### src/rtl/nn_ctrl_pkg.sv
`default_nettype none
// ============================================================================
// Module : nn_ctrl_pkg
// Brief  : Shared types and defaults for the two-layer MAC sequencer.
// Rev    : 1.0  initial release
// ============================================================================
package nn_ctrl_pkg;

    typedef enum logic [3:0] {
        ST_IDLE   = 4'd0,
        ST_L1_CLR = 4'd1,
        ST_L1_MAC = 4'd2,
        ST_L1_WB  = 4'd3,
        ST_L2_CLR = 4'd4,
        ST_L2_MAC = 4'd5,
        ST_L2_WB  = 4'd6,
        ST_DONE   = 4'd7
    } state_t;

    localparam int DEF_N_IN  = 10;
    localparam int DEF_N_HID = 5;
    localparam int DEF_N_OUT = 3;
    localparam int L2_BASE   = DEF_N_IN * DEF_N_HID;

    // One clear cycle, n_in issues, then rom_lat+1 writeback cycles.
    function automatic int cycles_per_neuron(input int n_in, input int rom_lat);
        return n_in + rom_lat + 2;
    endfunction

endpackage
`default_nettype wire

### src/rtl/nn_loop_cnt.sv
`default_nettype none
// ============================================================================
// Module : nn_loop_cnt
// Brief  : Loadable up-counter that holds at its terminal count.
// Rev    : 1.0  initial release
// ============================================================================
module nn_loop_cnt #(
    parameter int W = 4
) (
    input  logic         i_clk,
    input  logic         i_rst,
    input  logic         i_load,
    input  logic [W-1:0] i_load_val,
    input  logic         i_inc,
    input  logic [W-1:0] i_last,
    output logic [W-1:0] o_count,
    output logic         o_tc
);

    logic [W-1:0] r_count;

    always_ff @(posedge i_clk or posedge i_rst) begin
        if (i_rst) begin
            r_count <= '0;
        end else if (i_load) begin
            r_count <= i_load_val;
        end else if (i_inc && (r_count != i_last)) begin
            r_count <= r_count + W'(1);
        end
    end

    assign o_count = r_count;
    assign o_tc    = (r_count == i_last);

endmodule
`default_nettype wire

### src/rtl/nn_layer_scheduler.sv
`default_nettype none
// ============================================================================
// Module : nn_layer_scheduler
// Brief  : Sequences one shared MAC through a two-layer network.
// Rev    : 1.0  initial release
// ============================================================================
module nn_layer_scheduler
    import nn_ctrl_pkg::*;
#(
    parameter int N_IN    = DEF_N_IN,
    parameter int N_HID   = DEF_N_HID,
    parameter int N_OUT   = DEF_N_OUT,
    parameter int AW      = 7,
    parameter int ROM_LAT = 1
) (
    input  logic          CLOCK_50,
    input  logic          rst,
    input  logic          start,
    input  logic          abort,
    output logic          busy,
    output logic          done,
    output logic [AW-1:0] rom_addr,
    output logic          op_layer,
    output logic [3:0]    op_idx,
    output logic          issue,
    output logic          mac_clr,
    output logic          mac_en,
    output logic          res_wr,
    output logic          res_layer,
    output logic [2:0]    res_idx,
    output logic [3:0]    state
);

    localparam logic [3:0] C_K_LAST_L1 = 4'(N_IN - 1);
    localparam logic [3:0] C_K_LAST_L2 = 4'(N_HID - 1);
    localparam logic [2:0] C_J_LAST_L1 = 3'(N_HID - 1);
    localparam logic [2:0] C_J_LAST_L2 = 3'(N_OUT - 1);
    localparam logic [1:0] C_D_LAST    = 2'(ROM_LAT);

    state_t        r_state;
    state_t        w_next;
    logic [AW-1:0] r_addr;
    logic          w_l2, w_abort;
    logic          w_issue, w_clr, w_wr, w_done, w_addr_clr;
    logic          w_k_load, w_k_inc, w_k_tc;
    logic          w_j_load, w_j_inc, w_j_tc;
    logic          w_d_load, w_d_inc, w_d_tc;
    logic [3:0]    w_k;
    logic [2:0]    w_j;
    logic [1:0]    w_unused_d_cnt;

    assign w_l2    = (r_state == ST_L2_CLR) || (r_state == ST_L2_MAC) || (r_state == ST_L2_WB);
    assign w_abort = abort && (r_state != ST_IDLE);

    nn_loop_cnt #(.W(4)) u_k_cnt (
        .i_clk(CLOCK_50), .i_rst(rst), .i_load(w_k_load), .i_load_val(4'd0),
        .i_inc(w_k_inc), .i_last(w_l2 ? C_K_LAST_L2 : C_K_LAST_L1),
        .o_count(w_k), .o_tc(w_k_tc)
    );

    nn_loop_cnt #(.W(3)) u_j_cnt (
        .i_clk(CLOCK_50), .i_rst(rst), .i_load(w_j_load), .i_load_val(3'd0),
        .i_inc(w_j_inc), .i_last(w_l2 ? C_J_LAST_L2 : C_J_LAST_L1),
        .o_count(w_j), .o_tc(w_j_tc)
    );

    // Drain counter: writeback waits for the last ROM read to reach the MAC.
    nn_loop_cnt #(.W(2)) u_d_cnt (
        .i_clk(CLOCK_50), .i_rst(rst), .i_load(w_d_load), .i_load_val(2'd0),
        .i_inc(w_d_inc), .i_last(C_D_LAST),
        .o_count(w_unused_d_cnt), .o_tc(w_d_tc)
    );

    always_ff @(posedge CLOCK_50 or posedge rst) begin
        if (rst) begin
            r_state <= ST_IDLE;
        end else begin
            r_state <= w_next;
        end
    end

    always_comb begin
        w_next     = r_state;
        w_issue    = 1'b0;
        w_clr      = 1'b0;
        w_wr       = 1'b0;
        w_done     = 1'b0;
        w_addr_clr = 1'b0;
        w_k_load   = 1'b0;
        w_k_inc    = 1'b0;
        w_j_load   = 1'b0;
        w_j_inc    = 1'b0;
        w_d_load   = 1'b0;
        w_d_inc    = 1'b0;
        case (r_state)
            ST_IDLE: begin
                if (start) begin
                    w_next     = ST_L1_CLR;
                    w_k_load   = 1'b1;
                    w_j_load   = 1'b1;
                    w_addr_clr = 1'b1;
                end
            end
            ST_L1_CLR, ST_L2_CLR: begin
                w_clr    = 1'b1;
                w_k_load = 1'b1;
                w_next   = w_l2 ? ST_L2_MAC : ST_L1_MAC;
            end
            ST_L1_MAC, ST_L2_MAC: begin
                w_issue = 1'b1;
                if (w_k_tc) begin
                    w_d_load = 1'b1;
                    w_next   = w_l2 ? ST_L2_WB : ST_L1_WB;
                end else begin
                    w_k_inc = 1'b1;
                end
            end
            ST_L1_WB, ST_L2_WB: begin
                if (w_d_tc) begin
                    w_wr = 1'b1;
                    if (w_j_tc) begin
                        w_j_load = 1'b1;
                        w_next   = w_l2 ? ST_DONE : ST_L2_CLR;
                    end else begin
                        w_j_inc = 1'b1;
                        w_next  = w_l2 ? ST_L2_CLR : ST_L1_CLR;
                    end
                end else begin
                    w_d_inc = 1'b1;
                end
            end
            ST_DONE: begin
                w_done = 1'b1;
                w_next = ST_IDLE;
            end
            default: w_next = ST_IDLE;
        endcase
        if (w_abort) begin
            w_next  = ST_IDLE;
            w_issue = 1'b0;
            w_wr    = 1'b0;
            w_done  = 1'b0;
        end
    end

    // Weight addresses run straight through both layers; only a new run rewinds them.
    always_ff @(posedge CLOCK_50 or posedge rst) begin
        if (rst) begin
            r_addr <= '0;
        end else if (w_addr_clr) begin
            r_addr <= '0;
        end else if (w_issue) begin
            r_addr <= r_addr + AW'(1);
        end
    end

    generate
        if (ROM_LAT == 1) begin : g_lat1
            logic r_pipe;
            always_ff @(posedge CLOCK_50 or posedge rst) begin
                if (rst) begin
                    r_pipe <= 1'b0;
                end else if (w_abort) begin
                    r_pipe <= 1'b0;
                end else begin
                    r_pipe <= w_issue;
                end
            end
            assign mac_en = r_pipe;
        end else begin : g_latn
            logic [ROM_LAT-1:0] r_pipe;
            always_ff @(posedge CLOCK_50 or posedge rst) begin
                if (rst) begin
                    r_pipe <= '0;
                end else if (w_abort) begin
                    r_pipe <= '0;
                end else begin
                    r_pipe <= {r_pipe[ROM_LAT-2:0], w_issue};
                end
            end
            assign mac_en = r_pipe[ROM_LAT-1];
        end
    endgenerate

    assign busy      = (r_state != ST_IDLE);
    assign done      = w_done;
    assign rom_addr  = r_addr;
    assign op_layer  = w_l2;
    assign op_idx    = w_k;
    assign issue     = w_issue;
    assign mac_clr   = w_clr;
    assign res_wr    = w_wr;
    assign res_layer = w_l2;
    assign res_idx   = w_j;
    assign state     = r_state;

endmodule
`default_nettype wire

### config.mk
export PLATFORM = sky130hd
export DESIGN_NAME = nn_layer_scheduler
export DESIGN_NICKNAME = d
export VERILOG_FILES = /design/src/rtl/nn_ctrl_pkg.sv /design/src/rtl/nn_loop_cnt.sv /design/src/rtl/nn_layer_scheduler.sv
export SDC_FILE = /design/constraint.sdc
export NUM_CORES = 1
export LEC_CHECK = 0
export CAP_MARGIN = 20
export CORE_ASPECT_RATIO = 0.75
export CORE_UTILIZATION = 45
export DETAILED_ROUTE_END_ITERATION = 8
export PLACE_DENSITY = 0.75
export SLEW_MARGIN = 40
export SYNTH_ARGS = -nofsm -noshare
export SYNTH_HDL_FRONTEND = slang
export SYNTH_SLANG_ARGS = --single-unit
### constraint.sdc
create_clock -name CLOCK_50 -period 1.7 [get_ports CLOCK_50]
set_input_delay 0.34 -clock CLOCK_50 [delete_from_list [all_inputs] [get_ports CLOCK_50]]
set_output_delay 0.34 -clock CLOCK_50 [all_outputs]
set_load 0.05 [all_outputs]
* Yosys cells after proc, flatten, opt, wreduce, memory -nomap -nowiden
Cells that the tools add are included.
W data, S select, Z words.
** Cells by class
- $add $sub $neg :: 4
- Eq/ne operators :: 16
- Mux-type cells :: 44
- Reductions and logical operators :: 16
** Operators by type and width (count)
- $mux W4 :: 7
- $mux W1 :: 22
- $mux W3 :: 7
- $eq A4 B3 Y1 const B :: 4
- $pmux W4 S4 :: 1
- $mux W7 :: 2
- $eq A4 B2 Y1 const B :: 2
- $reduce_bool A2 Y1 :: 4
- $add A7 B1 Y7 const B :: 1
- $mux W2 :: 3
- $ne A3 B2 Y1 const B :: 2
- $reduce_or A2 Y1 :: 3
- $add A4 B1 Y4 const B :: 1
- $eq A4 B1 Y1 const B :: 1
- $eq A4 B4 Y1 :: 1
- $logic_and A1 B1 Y1 :: 4
- $logic_not A4 Y1 :: 1
- $ne A4 B4 Y1 :: 1
- $pmux W1 S2 :: 2
- $reduce_bool A4 Y1 :: 1
- $add A3 B1 Y3 const B :: 1
- $eq A3 B3 Y1 :: 1
- $ne A3 B3 Y1 :: 1
- $ne A3 B3 Y1 const B :: 1
- other kinds (5) :: 6
** Word-level totals
- Register bits :: 21
- Output and inout port bits :: 26
- Word-level logic and storage cells :: 86

* Logic depth before layout (Yosys ltp)
- Depth after elaboration :: 11
- Gate-level depth with buffers :: 6
- Mapped depth without buffers :: 6

* Modules after synthesis
A second synthesis with hierarchy kept.
** Second synthesis, totals
- Cell total of the unflattened synthesis :: 178
- Area total of the unflattened synthesis :: 1564.0 µm²
** By module, submodules not included
- nn_layer_scheduler :: instances 1, cells each 95, area an instance 770.7 µm², sequential area each 275.3 µm²
- nn_loop_cnt (u_k_cnt) :: instances 1, cells each 32, area an instance 336.6 µm², sequential area each 100.1 µm²
- nn_loop_cnt (u_j_cnt) :: instances 1, cells each 33, area an instance 301.5 µm², sequential area each 75.1 µm²
- nn_loop_cnt (u_d_cnt) :: instances 1, cells each 18, area an instance 155.1 µm², sequential area each 50.0 µm²

* Worst setup path before layout
OpenSTA, ideal clock, no wires.
- Path type :: register -> output
- From :: reg r_state[0] (netlist: state[0])
- To :: out res_wr
- Data arrival time :: 2.325 ns
- Required time :: 1.360 ns
- Path slack :: -0.965 ns
- Stages on the path, launching flop included :: 6
- Buffers on the path :: 2
- Cell sequence :: dfrtp_1 buf_6 clkbuf_1 nor3_1 inv_1 a21oi_1
** Between the ends
- Elaborated cells between the ends (all ways) :: 7
- Classes of those cells :: eq/ne: 2; mux: 2; reduce/logical: 3
** RTL lines
- start: declaration :: RTL line nn_layer_scheduler.sv:40 : state_t r_state;
- start signal: assignment :: RTL line nn_layer_scheduler.sv:78 : r_state <= w_next;
- $reduce_bool A4 Y1
- via busy :: RTL line nn_layer_scheduler.sv:20 : output logic busy,
- $logic_and A1 B1 Y1 :: RTL line nn_layer_scheduler.sv:53 : assign w_abort = abort && (r_state != ST_IDLE);
- $mux W1 :: RTL line nn_layer_scheduler.sv:138 : if (w_abort) begin
- end: declaration :: RTL line nn_layer_scheduler.sv:28 : output logic res_wr,
The timed path passes the listed nets, and every way through them passes these cells.

* Worst setup path in the final report
- From :: reg r_state[0] (netlist: state[0])
- To :: out issue
** Between the ends
- Cells in the longest elaborated chain, start to end :: 4
- Elaborated cells between the ends (all ways) :: 7
- Classes of those cells :: eq/ne: 2; mux: 2; reduce/logical: 3
** RTL lines
- $eq A4 B3 Y1 or $eq A4 B2 Y1 (tied branches) :: RTL line nn_layer_scheduler.sv:95 : case (r_state)
- $reduce_or A2 Y1 :: RTL line nn_layer_scheduler.sv:95
- $mux W1 :: RTL line nn_layer_scheduler.sv:95
- $mux W1 (*) :: RTL line nn_layer_scheduler.sv:138
- end: declaration :: RTL line nn_layer_scheduler.sv:25 : output logic issue,
Every way passes the cells marked *; elsewhere a longest branch is shown, timed or not.

==> flow_summary_export.csv <==
group,metric,value,unit
outcome,status,"finished, violations left",
outcome,violations,"setup timing",
clocking,clkSlewWorstSetupHoldPaths,0.07,ns
synth,yosysTopAreaCellShare,37.5,%
synth,synth_area,1340,um^2
routing,drc,0,
critical_path,endpoint_kind,"output pin",
routing,dr_total_vias,1326,
global_routing,grt_pass1_vias,1396,
sta,final_hold_viol_count,0,
synth,yosysSeqAreaShare,37.5,%
synth,synth.mux.area_fraction,6.37,%
synth,async_flop_share,100,%
routing,wl_per_cell,17.0,um
sta,maxSlewViolCount,0,
synth,syn-num-nets,153,
critical_path,path_cells,"or3b_4, a21oi_4, buf_12",
global_routing,grt.total_usage,28.2,%
synth,synth_top_family_by_area,"simple AND/OR/NAND/NOR gates",
clocking,cts_tree,"done",
critical_path,cp_num_cells,3,
sta,setup_violations,8,
sta,worst_slack,-0.155,ns
clocking,clock_path_buffers,2,
sta,fmax,0.539,GHz
synth,synthXorXnorAreaFrac,3.94,%
global_routing,grt_pass1_wl,6900,um
die,die_h,49.2,um
die,ioPinCount,30,
critical_path,crit_family,"flip-flops",
synth,synthTopCellsByArea,"dfrtp_1, mux2i_1, ha_1",
global_routing,grt_max_degree,21,
synth,ys_ff_latch,20,
die,fp-row-count,16,
critical_path,required,1.36,ns
layout,final_core_util,77.7,%
die,die-area,3190,um^2
sta,tns,-0.475,ns
clocking,htree_levels,1,
clocking,clk_latency,0.26,ns
critical_path,critPathKind,"reg2out",
synth,synth_cell_types,49,
layout,drive_gt1_share,40.6,%
critical_path,reg2reg_from,"state[0]$_DFFE_PP0P_",
sta,fin_worst_skew,0.00212,ns
placement,portBuffers,28,
power_and_ir_drop,power_density,1440,nW/um^2
synth,synth_edf_count,0,
global_routing,grt_overflow,0,
critical_path,ff2ff_path_depth,5,
critical_path,critPathSlowestCell,"dfrtp_2",
synth,syn_inst,145,
min_path,hp-class,"in2async",
routing,via_per_inst,5.82,
critical_path,path_buf_inv,1,
sta,rsz0062_at_grt,"true",
routing,drt-pass1-iter-count,4,
power_and_ir_drop,peakVddDrop,0.927,mV
power_and_ir_drop,internal_power,0.00160,W
routing,drt_iter0_markers,87,
clocking,cts_hold_buf,0,
placement,hpwl,2680,um
clocking,cts_buffers,3,
power_and_ir_drop,p_clk_share,10.7,%
routing,finalWirelength,3870,um
die,placeableCoreArea,2700,um^2
critical_path,crit_path_max_incr_delay,0.45,ns
layout,final_nets,201,
die,start_util,49.4,%
synth,synth_top_cell_by_area,"dfrtp_1",
layout,diodes,0,
critical_path,arrival,1.52,ns
synth,syn_area_per_cell,9.21,um^2
clocking,clock_sinks,20,
power_and_ir_drop,power_switching,0.00143,W
critical_path,cp-startpoint,"state[0]$_DFFE_PP0P_",
power_and_ir_drop,pwr-share-seq,24.8,%
power_and_ir_drop,p_sw_share,47.2,%
clocking,cts_root_buf,"clkbuf_8",
synth,synth-compound-area-share,18.0,%
synth,ys.flop_type,"dfrtp_1",
synth,synth_fa_ha_area_share,3.75,%
critical_path,worstSetupStartpointType,"register",
synth,yosysWarnings,0,
routing,antenna_left,0,
die,fp.dieW,64.9,um
layout,area_delta_synth_final,57.4,%
synth,synth-simple-area-share,23.6,%
placement,place.gp.congestion,0.834,
critical_path,critical_path_peak_fanout,5,
sta,finalCriticalPeriod,1.86,ns
power_and_ir_drop,power_frac_comb,64.5,%
flow_run,cap_violations,0,
global_routing,antenna_found_initial,0,
sta,min_period_over_period,109,%
power_and_ir_drop,leakagePower,0.909,nW
-- synth_stat cells (all sizes together) (2+ instances only) --
master	number
dfrtp	20
nand2	13
nor2	10
a21oi	8
inv	8
mux2i	7
nand3	7
buf	6
nand2b	5
nor3	5
o22ai	5
xnor2	5
ha	4
o21ai	4
a211oi	3
clkbuf	3
and2	2
and3	2
nand4	2
nor3b	2
nor4b	2
o21a	2
-- power groups by stage --
stage | logic, W | clock network (W) | registers [W]
5_1_grt | 0.00208 | 0.000343 | 0.000770
3_3_place_gp | 0.00173 | 0 | 0.000733
6_report | 0.00196 | 0.000324 | 0.000751
4_1_cts | 0.00186 | 0.000330 | 0.000740
3_5_place_dp | 0.00177 | 0 | 0.000742
2_1_floorplan | 0.000851 | 0 | 0.000979
-- tightest hold or removal path: cells and delay by family --
family | cells | cell delay (ns)
buffers and inverters | 3 | 0.71
-- metal layers --
| layer | up-vias | track usage [%] | wire, um |
|---|---|---|---|
| li1 | 617 | - | - |
| met1 | 650 | 39.3 | 1730 |
| met2 | 49 | 43.2 | 1860 |
| met3 | 10 | 5.61 | 194 |
| met4 | 0 | 9.63 | 90 |
| met5 | - | 0 | 0 |
-- metrics by stage --
| stage | area [um^2] | setup slack, ns | hold WS (ns) | total power [W] | instances |
|---|---|---|---|---|---|
| after CTS | 2050 | -0.150 | 0.408 | 0.00293 | 226 |
| after detailed placement | 1940 | -0.00106 | 0.484 | 0.00251 | 219 |
| after global placement | 1940 | 0.0439 | 0.464 | 0.00246 | 219 |
| final | 2100 | -0.155 | 0.402 | 0.00303 | 228 |
| after floorplan | 1420 | -0.300 | 0.304 | 0.00183 | 145 |
| after global routing | 2100 | -0.188 | 0.447 | 0.00319 | 228 |
-- kinds of logic (layout without fill, tap and decap cells) --
kind of cell,after synthesis,in the layout
simple gates,57,57
compound gates,32,32
flops,20,20
buf+inv,17,64
mux,8,8
xor+xnor,6,6
fa+ha+maj,4,4
other cells,1,1
-- worst paths after layout --
kind,slack (ns),to
min in group CLOCK_50,0.49,rom_addr[6]$_DFFE_PP0P_
max in group asynchronous,1.06,state[0]$_DFFE_PP0P_
min,0.40,rom_addr[4]$_DFFE_PP0P_
max,-0.16,issue
min reg2reg,0.49,rom_addr[6]$_DFFE_PP0P_
max reg2reg,-0.02,u_k_cnt.o_count[2]$_DFFE_PP0P_
-- cells in the final DEF (no fill, tap or decap), drive strengths merged, types with 7 or more instances in the layout --
master | netlist | routed
inv | 8 | 8
a21oi | 8 | 8
dfrtp | 20 | 20
nor2 | 10 | 10
buf | 6 | 49
mux2i | 7 | 7
nand2 | 13 | 13
nand3 | 7 | 7
-- area by class of cell --
cell class	count	area, um^2
Multi-Input combinational cell	108	868
Timing Repair Buffer	52	608
Fill cell	189	602
Sequential cell	20	504
Clock buffer	4	45.0
Tap cell	36	45.0
Inverter	8	30.0
-- state kept, by name, indices dropped and copies added, names as in the netlist --
signal,count
rom_addr,7
u_k_cnt.o_count,4
state,3
u_d_cnt.o_count,2
u_j_cnt.o_count,3
mac_en,1
-- timing repair --
item                                    4_1_cts  5_1_grt
resized for setup                             9        8
pin swaps                                     4        5
gates cloned                                  0        0
endpoints found under the hold margin         0        0
endpoints found under the setup margin        6       18
setup buffers                                 3        2
Power figures use the tool's default switching activity.
